$ cat config.mk
export PLATFORM = sky130hd
export DESIGN_NAME = mem_port_arbiter
export DESIGN_NICKNAME = d
export VERILOG_FILES = /design/src/rtl/mem_port_arbiter.sv
export SDC_FILE = /design/constraint.sdc
export NUM_CORES = 1
export LEC_CHECK = 0
export BUFFER_PORTS_ARGS = -buffer_cell sky130_fd_sc_hd__buf_2
export CORE_MARGIN = 3
export CORE_UTILIZATION = 35
export DETAILED_ROUTE_END_ITERATION = 12
export GPL_TIMING_DRIVEN = 0
export PLACE_DENSITY = 0.88
export SYNTH_ARGS = -nofsm -noshare
export SYNTH_HDL_FRONTEND = slang
export SYNTH_SLANG_ARGS = --single-unit
export TNS_END_PERCENT = 1
$ cat constraint.sdc
create_clock -name clk -period 4 [get_ports clk]
set_input_delay 0.4 -clock clk [delete_from_list [all_inputs] [get_ports clk]]
set_output_delay 0.4 -clock clk [all_outputs]
set_load 0.005 [all_outputs]
$ cat src/rtl/mem_port_arbiter.sv
// Two-port arbiter that hands the banked main memory to the I-cache (port 0) or the D-cache (port 1)
// for whole transactions, with round-robin fairness, drain-before-handoff and a hold watchdog.
module mem_port_arbiter #(
  parameter int unsigned ADDR_W   = 16,
  parameter int unsigned DATA_W   = 16,
  parameter int unsigned NBANK    = 4,
  parameter int unsigned PRIO_RST = 0,
  parameter int unsigned MAX_HOLD = 64
) (
  input  logic              clk,
  input  logic              rst,
  input  logic              req0,
  input  logic              req1,
  input  logic              rd0,
  input  logic              rd1,
  input  logic              wr0,
  input  logic              wr1,
  input  logic [ADDR_W-1:0] addr0,
  input  logic [ADDR_W-1:0] addr1,
  input  logic [DATA_W-1:0] wdata0,
  input  logic [DATA_W-1:0] wdata1,
  output logic              gnt0,
  output logic              gnt1,
  output logic              stall0,
  output logic              stall1,
  output logic [DATA_W-1:0] rdata0,
  output logic [DATA_W-1:0] rdata1,
  output logic [NBANK-1:0]  busy0,
  output logic [NBANK-1:0]  busy1,
  output logic              err0,
  output logic              err1,
  output logic [ADDR_W-1:0] m_addr,
  output logic [DATA_W-1:0] m_data_in,
  output logic              m_rd,
  output logic              m_wr,
  input  logic [DATA_W-1:0] m_data_out,
  input  logic [NBANK-1:0]  m_busy,
  input  logic              m_err
);

  localparam int unsigned HoldW = $clog2(MAX_HOLD + 1);
  localparam logic [HoldW-1:0] HoldMax = HoldW'(MAX_HOLD);

  typedef enum logic [2:0] {StIdle, StGrant0, StGrant1, StDrain0, StDrain1} state_e;

  state_e           state_q, state_d;
  logic             rr_ptr_q, rr_ptr_d;
  logic [HoldW-1:0] hold_q, hold_d;

  logic own0, own1, grant0, grant1, watchdog;

  always_ff @(posedge clk or negedge rst) begin
    if (!rst) begin
      state_q  <= StIdle;
      rr_ptr_q <= 1'(PRIO_RST);
      hold_q   <= '0;
    end else begin
      state_q  <= state_d;
      rr_ptr_q <= rr_ptr_d;
      hold_q   <= hold_d;
    end
  end

  always_comb begin
    state_d  = state_q;
    rr_ptr_d = rr_ptr_q;
    case (state_q)
      StIdle: begin
        if (req0 && req1)  state_d = rr_ptr_q ? StGrant1 : StGrant0;
        else if (req0)     state_d = StGrant0;
        else if (req1)     state_d = StGrant1;
      end
      StGrant0: if (!req0) state_d = StDrain0;
      StGrant1: if (!req1) state_d = StDrain1;
      StDrain0: begin
        if (m_busy == '0) begin
          rr_ptr_d = 1'b1;
          if (req1)      state_d = StGrant1;
          else if (req0) state_d = StGrant0;
          else           state_d = StIdle;
        end
      end
      StDrain1: begin
        if (m_busy == '0) begin
          rr_ptr_d = 1'b0;
          if (req0)      state_d = StGrant0;
          else if (req1) state_d = StGrant1;
          else           state_d = StIdle;
        end
      end
      default: state_d = StIdle;
    endcase
  end

  // Counter restarts on every entry into a grant and saturates while the grant persists.
  always_comb begin
    hold_d = '0;
    if ((state_d == StGrant0 || state_d == StGrant1) && state_d == state_q) begin
      hold_d = (hold_q == HoldMax) ? hold_q : hold_q + 1'b1;
    end
  end

  assign own0     = (state_q == StGrant0) || (state_q == StDrain0);
  assign own1     = (state_q == StGrant1) || (state_q == StDrain1);
  assign grant0   = (state_q == StGrant0);
  assign grant1   = (state_q == StGrant1);
  assign watchdog = (hold_q == HoldMax);

  assign gnt0 = own0;
  assign gnt1 = own1;

  // Stall is forced low while reset is held so every port output reads quiet.
  assign stall0 = rst & (rd0 | wr0) & ~own0;
  assign stall1 = rst & (rd1 | wr1) & ~own1;

  assign m_rd      = (grant0 & rd0 & ~wr0) | (grant1 & rd1 & ~wr1);
  assign m_wr      = (grant0 & wr0 & ~rd0) | (grant1 & wr1 & ~rd1);
  assign m_addr    = grant0 ? addr0  : (grant1 ? addr1  : '0);
  assign m_data_in = grant0 ? wdata0 : (grant1 ? wdata1 : '0);

  assign rdata0 = own0 ? m_data_out : '0;
  assign rdata1 = own1 ? m_data_out : '0;
  assign busy0  = own0 ? m_busy : '1;
  assign busy1  = own1 ? m_busy : '1;

  assign err0 = (own0 & m_err) | (grant0 & ((rd0 & wr0) | watchdog));
  assign err1 = (own1 & m_err) | (grant1 & ((rd1 & wr1) | watchdog));

endmodule

### After elaboration in Yosys (flattened, before gate mapping)

Cells that the tools add are included.

| operators by class | value |
|---|---|
| multiplexer cells | 26 |
| add/sub/neg operators | 1 |
| reduce and logical (&&, ||, !) cells | 9 |
| equal/unequal tests | 11 |
| bitwise logic cells | 32 |

Operators by type and width:

| operator | number |
|---|---|
| two-way mux 16 bit | 6 |
| two-way mux 3 bit | 7 |
| bitwise AND 1 bit | 18 |
| one-hot mux 3 bit (5 select lines) | 1 |
| two-way mux 7 bit | 2 |
| == test 3 x 2 -> 1 bit, second input constant | 3 |
| two-way mux 2 bit | 4 |
| two-way mux 4 bit | 2 |
| OR 1 bit | 8 |
| adder 7 x 1 -> 7 bit, second input constant | 1 |
| == test 7 bit, second input constant | 1 |
| == test 3 x 1 -> 1 bit, second input constant | 2 |
| != test 2 bit, second input constant | 3 |
| inverter 1 bit | 6 |
| logical NOT 4 bit | 1 |
| == test 3 bit | 1 |
| == test 3 bit, second input constant | 1 |
| logical NOT 3 bit | 1 |
| logical OR 1 bit | 3 |
| two-way mux 1 bit | 3 |
| AND reduction 3 bit | 1 |
| logical AND 1 bit | 2 |
| one-hot mux 1 bit (2 select lines) | 1 |
| nonzero test 2 bit | 1 |

| storage, ports and cells | value |
|---|---|
| word-level logic and storage cells | 82 |
| bits of input ports | 93 |
| output and inout port bits | 80 |
| bits in registers | 11 |

### Longest topological paths before layout

Gate-level depths: netlist (run 1).

| logic depth | value |
|---|---|
| depth after elaboration | 8 |
| mapped depth | 5 |
| mapped depth without buffers | 5 |

### Worst setup path after synthesis (run 1)

Ideal clock, no wire load.

| timing | value |
|---|---|
| path type | register to output |
| start point | reg state_q[1] |
| end point | out m_addr[10] |
| data required time | 3600 ps |
| cell stages (with the launch flop) | 6 |
| arrival | 1361 ps |
| slack | 2239 ps |
| path buffers | 2 |
| cell sequence | dfrtp_1 clkbuf_2 inv_1 nor3_2 clkbuf_1 a22o_1 |

| on the way | value |
|---|---|
| word-level cells in the longest chain between the ends | 3 |
| elaborated cells on any way between the ends | 4 |
| classes of those cells | eq/ne: 2; mux: 2 |

RTL lines:

| element | RTL line | text |
|---|---|---|
| from (decl) | 46 | `state_e state_q, state_d;` |
| from (signal assigned) | 54 | `state_q <= StIdle;` |
| from (signal assigned) | 58 | `state_q <= state_d;` |
| == test 3 x 2 -> 1 bit | 106 | `assign grant1 = (state_q == StGrant1);` |
| two-way mux 16 bit | 118 | `assign m_addr = grant0 ? addr0 : (grant1 ? addr1 : '0);` |
| two-way mux 16 bit * | 118 |  |
| to (decl) | 32 | `output logic [ADDR_W-1:0] m_addr,` |

Mark *: on every way between the ends. The rest lies on a longest branch, timed or not.

### Worst setup path after layout (run 1)

| timing | value |
|---|---|
| start point | reg state_q[0] |
| end point | out m_data_in[10] |

| on the way | value |
|---|---|
| word-level cells in the longest chain between the ends | 3 |
| elaborated cells on any way between the ends | 4 |
| classes of those cells | eq/ne: 2; mux: 2 |

RTL lines:

| element | RTL line | text |
|---|---|---|
| == test 3 x 2 -> 1 bit | 106 |  |
| two-way mux 16 bit | 119 | `assign m_data_in = grant0 ? wdata0 : (grant1 ? wdata1 : '0);` |
| two-way mux 16 bit * | 119 |  |
| to (decl) | 33 | `output logic [DATA_W-1:0] m_data_in,` |

Marked as above.

==> summary.md, run 1 <==
| Metric | Value |
|---|---|
| Outcome | finished, final reports clean |
| Most frequent cells in the layout | 179 x buf_2, 34 x a22o_1, 32 x and2_1, 11 x dfrtp_1, 10 x nor2_1 |
| Max Root-Sink Buffers | 2 |
| Synthesized-area fraction occupied by adder cells | 0.0189 |
| Fmax | 408 MHz |
| Clk_lat worst skew | 240 ps |
| Overall routed net length | 5880 um |
| Endpoints failing hold | 0 |
| CTS tree | yes |
| Post-synthesis mux area share | 0 |
| Fin Setup TNS | 0 ps |
| R2R Setup Slk | 2390 ps |
| Die area | 4570 um^2 |
| Root buf cell | clkbuf_8 |
| DR vias | 1989 |
| Max-cap viol count | 0 |
| Net Count, Synth | 269 |
| Power density over the cells | 530 nW/um^2 |
| Initial antenna violation count | 1 |
| Worst hold path class | in2async |
| GRT Util Overall | 0.225 |
| Total gr overflow | 0 |
| CTS Hold Bufs | 0 |
| Synth Instances | 174 |
| Largest family of logic cells by synthesized area | compound AO/OA/AOI/OAI gates |
| Synth-to-Final Area Change | 72.6% |
| WP data arrival | 2050 ps |
| Final Cycle Share | 0.612 |
| # fillers | 311 |
| Die Height | 67.6 um |
| Synth warn | 0 |
| Post-synthesis cell type count | 31 |
| Worst EP required | 3600 ps |
| Crit Reg-Reg Startpoint | hold_q[4] |
| Critical path class | reg2out |
| R2r endpoint | hold_q[1] |
| Total CTS buffers | 3 |
| Post-DR wirelength/cell | 14.8 um |
| Post-Synth XOR/XNOR Area | 0.0264 |
| Row cnt | 21 |
| CTS clk-pin slew, worst paths | 50 ps |
| Post-synthesis simple-gate area fraction | 0.336 |
| Setup Skew | 3.81 ps |
| Worst vdd ir | 0.264 mV |
| GP Congestion | 0.918 |
| Critical path capture point type | output pin |
| Pins Over Slew Limit | 0 |
| Setup bufs post-CTS | 0 |
| DR iter-0 viols | 63 |
| DP HPWL | 5080 um |
| Syn Std Cell Area | 1330 um^2 |
| Rel. slew slack | 0.632 |
| Avg Cell Area, Syn | 7.63 um^2 |
| Seq. cell area | 275 um^2 |
| Critical path startpoint | state_q[0] |
| Share of layout cells above drive strength 1 | 0.526 |
| CTS H-tree depth | 1 |
| Antenna-violating nets left | 0 |
| Final min period | 2450 ps |
| # clock sinks | 11 |
| First-pass detailed-route iteration total | 4 |
| Worst slew pin tran | 549 ps |
| Leakage | 1.36 nW |
| Io pins | 173 |
| ANT cells | 0 |
| Final Setup Violations | 0 |
| Largest net degree at the start of global routing | 14 |
| Most common cell after layout, fill and taps aside | buf_2 |
| Crit path capture | m_data_in[10] |
| Vias per inst | 5.02 |
| First-pass GRT wire length | 7870 um |
| Reg2reg path depth | 4 |
| Startpoint types | flip-flop |
| Register area share after synthesis | 0.207 |
| Number of global-route vias before repair | 1759 |
| Post-synthesis register bit count | 11 |
| DRC | 0 |
| IO Port Bufs | 172 |
| Worst-path maximum fanout | 10 |
| Area of the multi-input gates | 963 um^2 |
| Nets | 446 |
| Die width | 67.6 um |
| Utilization after layout | 0.656 |
| Compound-Gate Fraction of Synth Area | 0.345 |
| Post-cts resize count | 0 |
| Initial Util | 0.380 |
| RSZ-0062 raised after global routing | no |
| Core area | 3490 um^2 |
==> where the power goes <==
| part | total, mW | switching, mW | internal (mW) | leakage (nW) |
|---|---|---|---|---|
| clock network | 0.115 | 0.0447 | 0.0702 | 0.0228 |
| logic | 0.957 | 0.485 | 0.472 | 1.19 |
| registers | 0.142 | 0.0113 | 0.131 | 0.144 |
==> synthesized netlist by cell type <==
library cell  number  area share
nor2_1            10       0.028
xnor2_1            1      0.0066
clkbuf_1           6       0.017
clkbuf_2           1      0.0038
and2_1            32        0.15
a311o_1            1      0.0075
o22a_1             1      0.0066
nor2b_1            2      0.0094
buf_2              7       0.026
o22ai_1            2      0.0094
nand3b_1           2       0.011
nor3_1             2      0.0075
nor3_2             1      0.0075
nor4_1             1      0.0047
or4_1              2       0.011
a32o_1             2       0.015
xor2_1             3       0.020
dfrtp_1           11        0.21
a21o_1             1      0.0057
a22o_1            34        0.22
ha_1               2       0.019
nand2b_1           9       0.042
o32ai_1            1      0.0066
nand3_1            2      0.0075
a21oi_1            6       0.023
o21a_1             1      0.0057
or3_1              8       0.038
nand2_1            6       0.017
inv_1              7       0.020
o32a_1             1      0.0075
o21ai_0            9       0.034
==> cells by family after synthesis <==
kind of cell,Yosys count
flip-flops,11
AO/OA/AOI/OAI,59
AND/OR/NAND/NOR,77
buffers and inverters,21
adder cells (fa/ha/maj),2
XOR/XNOR,4
==> per-stage QoR <==
step                hold WS [ps]  worst slack [ps]  total power, mW  cells  cell area, um^2
floorplan                    104              2240            0.674    174             1330
global placement             302              1790             1.09    392             2250
detailed placement           304              1800             1.10    392             2250
CTS                         38.2              1530             1.23    396             2290
global route                57.9              1340             1.33    396             2290
finish                      38.9              1550             1.21    396             2290
==> routing by layer <==
metal | up-vias | routed length, um | share of wire | track usage
met5 | - | 7 | 0.0012 | 0
met4 | 2 | 12 | 0.0020 | 0.0253
met3 | 4 | 853 | 0.15 | 0.121
met2 | 112 | 3060 | 0.52 | 0.433
met1 | 887 | 1950 | 0.33 | 0.214
li1 | 984 | - | - | -
==> state kept, by name, summed over array words and instances, names as in the netlist <==
| register | cells |
|---|---|
| state_q | 3 |
| hold_q | 7 |
| rr_ptr_q | 1 |
==> critical path: stages (launching register included) <==
cell and delay (ps):
dfrtp_1 320, clkbuf_1 280, nand2b_1 150, nor2_1 450, buf_2 310, a22o_1 180
buf_2 110
==> layout make-up <==
cell class,count,share of cell area
buffer,14,0.0273
clock buffer,4,0.0197
inverter,7,0.0115
multi-input combinational,142,0.421
sequential,11,0.120
tap,46,0.0251
timing repair buffer,172,0.376
==> worst min-delay path by stage <==
stage                     from         end  slack [ps]  cells past startpoint
after global routing       rst  state_q[0]          60                      1
after detailed placement   rst   hold_q[4]         300                      1
final                      rst  state_q[1]          40                      1
after CTS                  rst  state_q[0]          40                      1
after floorplan            rst   hold_q[0]         100                      0
after global placement     rst   hold_q[4]         300                      1
(Power assumes the default switching activity.)
==> inputs of run 2 (changes only) <==
- CORE_UTILIZATION: 35 -> 32
- PLACE_DENSITY: 0.88 -> 0.81
- clock period: 4 -> 2.32 ns (I/O delays scaled with it)
==> summary.md, run 2 (synthesis results as in run 1) <==
| Metric | Value |
|---|---|
| Pins Over Slew Limit | 0 (unchanged) |
| ANT cells | 0 (unchanged) |
| GR peak layer | met2 |
| Critical Path Slowest Stage Cell | dfrtp_1 |
| Rel. slew slack | 0.688 (+0.0559) |
| Vias per inst | 5.03 (+0.20%) |
| Max-cap viol count | 0 (unchanged) |
| R2R Setup Slk | 730 ps (-1660 ps) |
| DP HPWL | 4850 um (-4.6%) |
| CTS tree | yes |
| Biggest register | hold_q |
| Initial antenna violation count | 0 (-1) |
| Met2 Resource Use GR | 0.379 (-0.0531) |
| Endpoints failing hold | 0 (unchanged) |
| Utilization after layout | 0.605 (-0.0506) |
| Pre-CTS WS | 312 ps (-1490 ps) |
| Fin Setup TNS | 0 ps (unchanged) |
| Worst vdd ir | 0.415 mV (+57%) |
| CTS H-tree depth | 1 (unchanged) |
| Hold depth | 3 |
| Overall routed net length | 5690 um (-3.3%) |
| Root buf cell | clkbuf_8 |
| Routing usage on met3 | 0.0691 (-0.0524) |
| Crit Reg-Reg Startpoint | hold_q[4] |
| Row cnt | 22 (+4.8%) |
| Final Setup Violations | 0 (unchanged) |
| Crit-path most repeated cell | buf_2 |
| # clock sinks | 11 (unchanged) |
| Setup Skew | 0.398 ps (-3.41 ps) |
| Share of layout cells above drive strength 1 | 0.533 (+0.00705) |
| Power density over the cells | 919 nW/um^2 (+73%) |
| Hold Crit Start | req0 |
| Final Cell Area | 2310 um^2 (+1.0%) |
| Most common cell after layout, fill and taps aside | buf_2 |
| IO Port Bufs | 172 (unchanged) |
| Leakage | 1.37 nW (+0.83%) |
| Number of flip-flops under the largest register name | 7 (unchanged) |
| Met1 Use GR | 0.242 (+0.0283) |
| GP Congestion | 0.846 (-7.8%) |
| Outcome | finished, final reports clean |
| Total CTS buffers | 3 (unchanged) |
| # fillers | 351 (+13%) |
| R2r endpoint | hold_q[1] |
| Worst EP required | 2090 ps (-1510 ps) |
| Most frequent cells in the layout | 179 x buf_2, 34 x a22o_1, 32 x and2_1, 11 x dfrtp_1 |
| Io pins | 173 (unchanged) |
| WP data arrival | 1930 ps (-120 ps) |
| Fmax | 463 MHz |
| Hold path endpoint | state_q[0] |
| Final Cycle Share | 0.932 |
| Worst-path maximum fanout | 10 (unchanged) |
| Worst slew pin tran | 466 ps (-82.7 ps) |
| Core area | 3830 um^2 (+9.5%) |
| Max Root-Sink Buffers | 2 (unchanged) |
| Regs by FF count | hold_q: 7 flops, state_q: 3 flops, rr_ptr_q: 1 flops |
| Critical-path cell list | clkbuf_1 > nand2b_1 > nor2_2 > buf_2 > a22o_1 > buf_2 |
| Worst hold path class | in2reg |
| Overall power | 2.13 mW (+75%) |
| Die Height | 70.4 um (+4.2%) |
| First-pass GRT wire length | 8720 um (+11%) |
| Clk_lat worst skew | 240 ps (about the same) |
| Antenna-violating nets left | 0 (unchanged) |
| Die width | 70.4 um (+4.2%) |
| Number of global-route vias before repair | 1844 (+4.8%) |
| Post-DR wirelength/cell | 14.2 um (-4.0%) |
| CTS clk-pin slew, worst paths | 50 ps (about the same) |
| Synth-to-Final Area Change | 74.4% |
| DR iter-0 viols | 102 (+62%) |
| Startpoint types | flip-flop |
| Final min period | 2160 ps |
| First-pass detailed-route iteration total | 5 (+1) |
| Critical path class | reg2out |
| DR vias | 2008 (+0.96%) |
| Critical path capture point type | output pin |
| Die area | 4960 um^2 (+8.5%) |
| Nets | 447 (+0.22%) |
| Total gr overflow | 0 (unchanged) |
| RSZ-0062 raised after global routing | no |
| Reg2reg path depth | 4 (unchanged) |
| DRC | 0 (unchanged) |
| Largest net degree at the start of global routing | 14 (unchanged) |
| GRT Util Overall | 0.213 (-0.0118) |
| CP peak stage delay | 310 ps (-140 ps) |
| Final setup margin | 159 ps (-1390 ps) |
| Area post-placement | 2250 um^2 (+0.11%) |
| Initial Util | 0.347 (-0.0329) |
-- run 2: routing by layer --
layer  share of wire  vias up
met4           0.014        0
met5               0        -
met1            0.39      899
met3            0.10        8
li1                -      989
met2            0.50      112
-- run 2: per-stage QoR --
step	instances	hold WS, ps
6_report	399	292
5_1_grt	399	304
4_1_cts	399	289
3_5_place_dp	394	130
3_3_place_gp	394	131
2_1_floorplan	174	-63.6
-- run 2: how the worst max path moves through the flow --
stage | end | cells after the start | from
3_5_place_dp | m_data_in[13] | 6 | state_q[1]
5_1_grt | rdata1[14] | 6 | state_q[1]
2_1_floorplan | m_addr[10] | 5 | state_q[1]
3_3_place_gp | m_data_in[12] | 6 | state_q[0]
6_report | m_data_in[13] | 6 | state_q[0]
4_1_cts | m_data_in[13] | 6 | state_q[1]
-- run 2: what timing repair did --
action | in CTS | in global routing
gates resized for setup | 0 | 4
hold buffers | 1 | 0
endpoints found under the hold margin | 11 | 0
endpoints found under the setup margin | 0 | 29
setup buffers | 0 | 0
-- run 2: worst max-delay path: cells and delay by family (launching register included) --
family | cells | cell delay [ps]
buffers and inverters | 3 | 710
and+or+nand+nor | 2 | 470
DFF | 1 | 310
AOI/OAI and AO/OA | 1 | 190
-- run 2: where the power goes --
group | internal (mW) | total [mW] | switching (mW)
Clock | 0.119 | 0.197 | 0.0789
Combinational | 0.825 | 1.68 | 0.860
Sequential | 0.225 | 0.245 | 0.0199
-- run 2: cell type report --
type                       instances  area (um^2)  area share
multi-input combinational        142          972       0.420
tap                               48         60.1      0.0259
clock inverter                     1         5.00     0.00216
sequential                        11          275       0.119
buffer                            14         63.8      0.0276
inverter                           7         26.3      0.0114
clock buffer                       3         41.3      0.0178
timing repair buffer             173          871       0.376
==> inputs of run 3 (changes only) <==
- RECOVER_POWER: default -> 100
==> summary.md, run 3 (synthesis results as in run 1) <==
| Metric | Value |
|---|---|
| Post-DR wirelength/cell | 14.3 um (+0.11%) |
| Final setup margin | 154 ps (-4.65 ps) |
| First-pass detailed-route iteration total | 4 (-1) |
| Fin Setup TNS | 0 ps (unchanged) |
| Fmax | 462 MHz (-0.21%) |
| Overall routed net length | 5690 um (+0.11%) |
| Utilization after layout | 0.595 (-0.00948) |
| Hold Crit Start | req0 |
| Rel. slew slack | 0.531 (-0.157) |
| # fillers | 369 (+5.1%) |
| Row cnt | 22 (unchanged) |
| Reg2reg path depth | 4 (unchanged) |
| Pins Over Slew Limit | 0 (unchanged) |
| Crit Reg-Reg Startpoint | hold_q[4] |
| Worst-path maximum fanout | 10 (unchanged) |
| Number of flip-flops under the largest register name | 7 (unchanged) |
| Vias per inst | 5.05 (+0.30%) |
| Leakage | 1.25 nW (-8.4%) |
| DR vias | 2014 (+0.30%) |
| Critical path class | reg2out |
| Final Cycle Share | 0.934 (+0.00201) |
| WP data arrival | 1930 ps (about the same) |
| Final Cell Area | 2280 um^2 (-1.6%) |
| Worst hold path class | in2reg |
| Worst EP required | 2090 ps (about the same) |
| Startpoint types | flip-flop |
| Initial Util | 0.347 (unchanged) |
| Critical path capture point type | output pin |
| Largest net degree at the start of global routing | 14 (unchanged) |
| Root buf cell | clkbuf_8 |
| Die width | 70.4 um (unchanged) |
| CTS H-tree depth | 1 (unchanged) |
| Setup Skew | 0.606 ps (+0.209 ps) |
| DR iter-0 viols | 88 (-14%) |
| R2R Setup Slk | 690 ps (-40 ps) |
| Hold depth | 3 (unchanged) |
| Final Non-Filler Cells | 399 (unchanged) |
| Antenna-violating nets left | 0 (unchanged) |
| DP HPWL | 4850 um (unchanged) |
| Io pins | 173 (unchanged) |
| Outcome | finished, final reports clean |
| Clk_lat worst skew | 240 ps (about the same) |
| Die Height | 70.4 um (unchanged) |
| Most common cell after layout, fill and taps aside | buf_2 |
| Hold path endpoint | state_q[0] |
| First-pass GRT wire length | 8720 um (unchanged) |
| Worst vdd ir | 0.416 mV (+0.36%) |
| Area post-placement | 2250 um^2 (unchanged) |
| Number of global-route vias before repair | 1844 (unchanged) |
| Regs by FF count | hold_q: 7 flops, state_q: 3 flops, rr_ptr_q: 1 flops |
| Max Root-Sink Buffers | 2 (unchanged) |
| R2r endpoint | hold_q[1] |
| Most frequent cells in the layout | 146 x buf_2, 34 x clkbuf_1, 34 x a22o_1, 24 x and2_1, 11 x dfrtp_1 |
| Worst slew pin tran | 703 ps (+237 ps) |
| Max-cap viol count | 0 (unchanged) |
| CTS tree | yes |
| Nets | 447 (unchanged) |
| ANT cells | 0 (unchanged) |
| Power density over the cells | 917 nW/um^2 (-0.24%) |
| Die area | 4960 um^2 (unchanged) |
| IO Port Bufs | 172 (unchanged) |
| Share of layout cells above drive strength 1 | 0.450 (-0.0826) |
| Core area | 3830 um^2 (unchanged) |
| Total CTS buffers | 3 (unchanged) |
| CTS clk-pin slew, worst paths | 50 ps (about the same) |
| GP Congestion | 0.846 (unchanged) |
| Final min period | 2170 ps (+4.65 ps) |
| Initial antenna violation count | 0 (unchanged) |
| RSZ-0062 raised after global routing | no |
| DRC | 0 (unchanged) |
| Synth-to-Final Area Change | 71.6% |
| Dpl cells | 394 (unchanged) |
| Pre-CTS WS | 312 ps (unchanged) |
| GRT Util Overall | 0.213 (unchanged) |
| Biggest register | hold_q |
| Endpoints failing hold | 0 (unchanged) |
| # clock sinks | 11 (unchanged) |
| Final Setup Violations | 0 (unchanged) |
| Total gr overflow | 0 (unchanged) |
==> run 3: cell count changes in the layout (fill, tap and decap cells not counted), sizes merged <==
cell and change:
clkbuf +33, buf -33
==> run 3: timing repair <==
item | in CTS | in global routing
resized for setup | 0 | 4
setup buffers | 0 | 0
endpoints found under the hold margin | 11 | 0
endpoints found under the setup margin | 0 | 29
hold buffers | 1 | 0
==> run 3: worst max path at each step <==
stage	start	to	depth (start not counted)	slack [ps]
after floorplan	state_q[1]	m_addr[10]	5	730
after global placement	state_q[0]	m_data_in[12]	6	330
after detailed placement	state_q[1]	m_data_in[13]	6	310
after CTS	state_q[1]	m_data_in[13]	6	50
after global routing	state_q[0]	m_data_in[13]	6	6
final	state_q[0]	m_data_in[9]	6	150
==> run 3: critical path, stage by stage (launching register included) <==
cell and delay (ps):
dfrtp_1 310, clkbuf_1 290, nand2b_1 170, nor2_2 300, buf_2 290, a22o_1 170, clkbuf_1 140
==> run 3: layout make-up <==
type,count,area [um^2],share of cell area
Clock buffer,3,41.3,0.0181
Multi-Input combinational cell,142,972,0.427
Buffer,14,62.6,0.0275
Sequential cell,11,275,0.121
Clock inverter,1,5.00,0.00220
Tap cell,48,60.1,0.0264
Timing Repair Buffer,173,836,0.367
Inverter,7,26.3,0.0115
==> run 3: through the flow <==
stage | hold slack [ps] | power, mW
floorplan | -63.6 | 1.16
global placement | 131 | 1.90
detailed placement | 130 | 1.92
CTS | 289 | 2.12
global route | 304 | 2.27
finish | 291 | 2.09
==> run 3: report_power, final <==
| group | total [mW] | internal, mW | switching [mW] |
|---|---|---|---|
| Combinational | 1.65 | 0.775 | 0.871 |
| Clock | 0.198 | 0.119 | 0.0791 |
| Sequential | 0.245 | 0.225 | 0.0196 |
==> run 3: metal layers <==
layer	global-route usage	part of all wire	wire length, um	up-vias
met2	0.379	0.49	2790	111
met3	0.0691	0.10	578	10
met4	0.0574	0.018	102	0
li1	-	-	-	990
met1	0.242	0.39	2220	903
met5	0	0	0	-
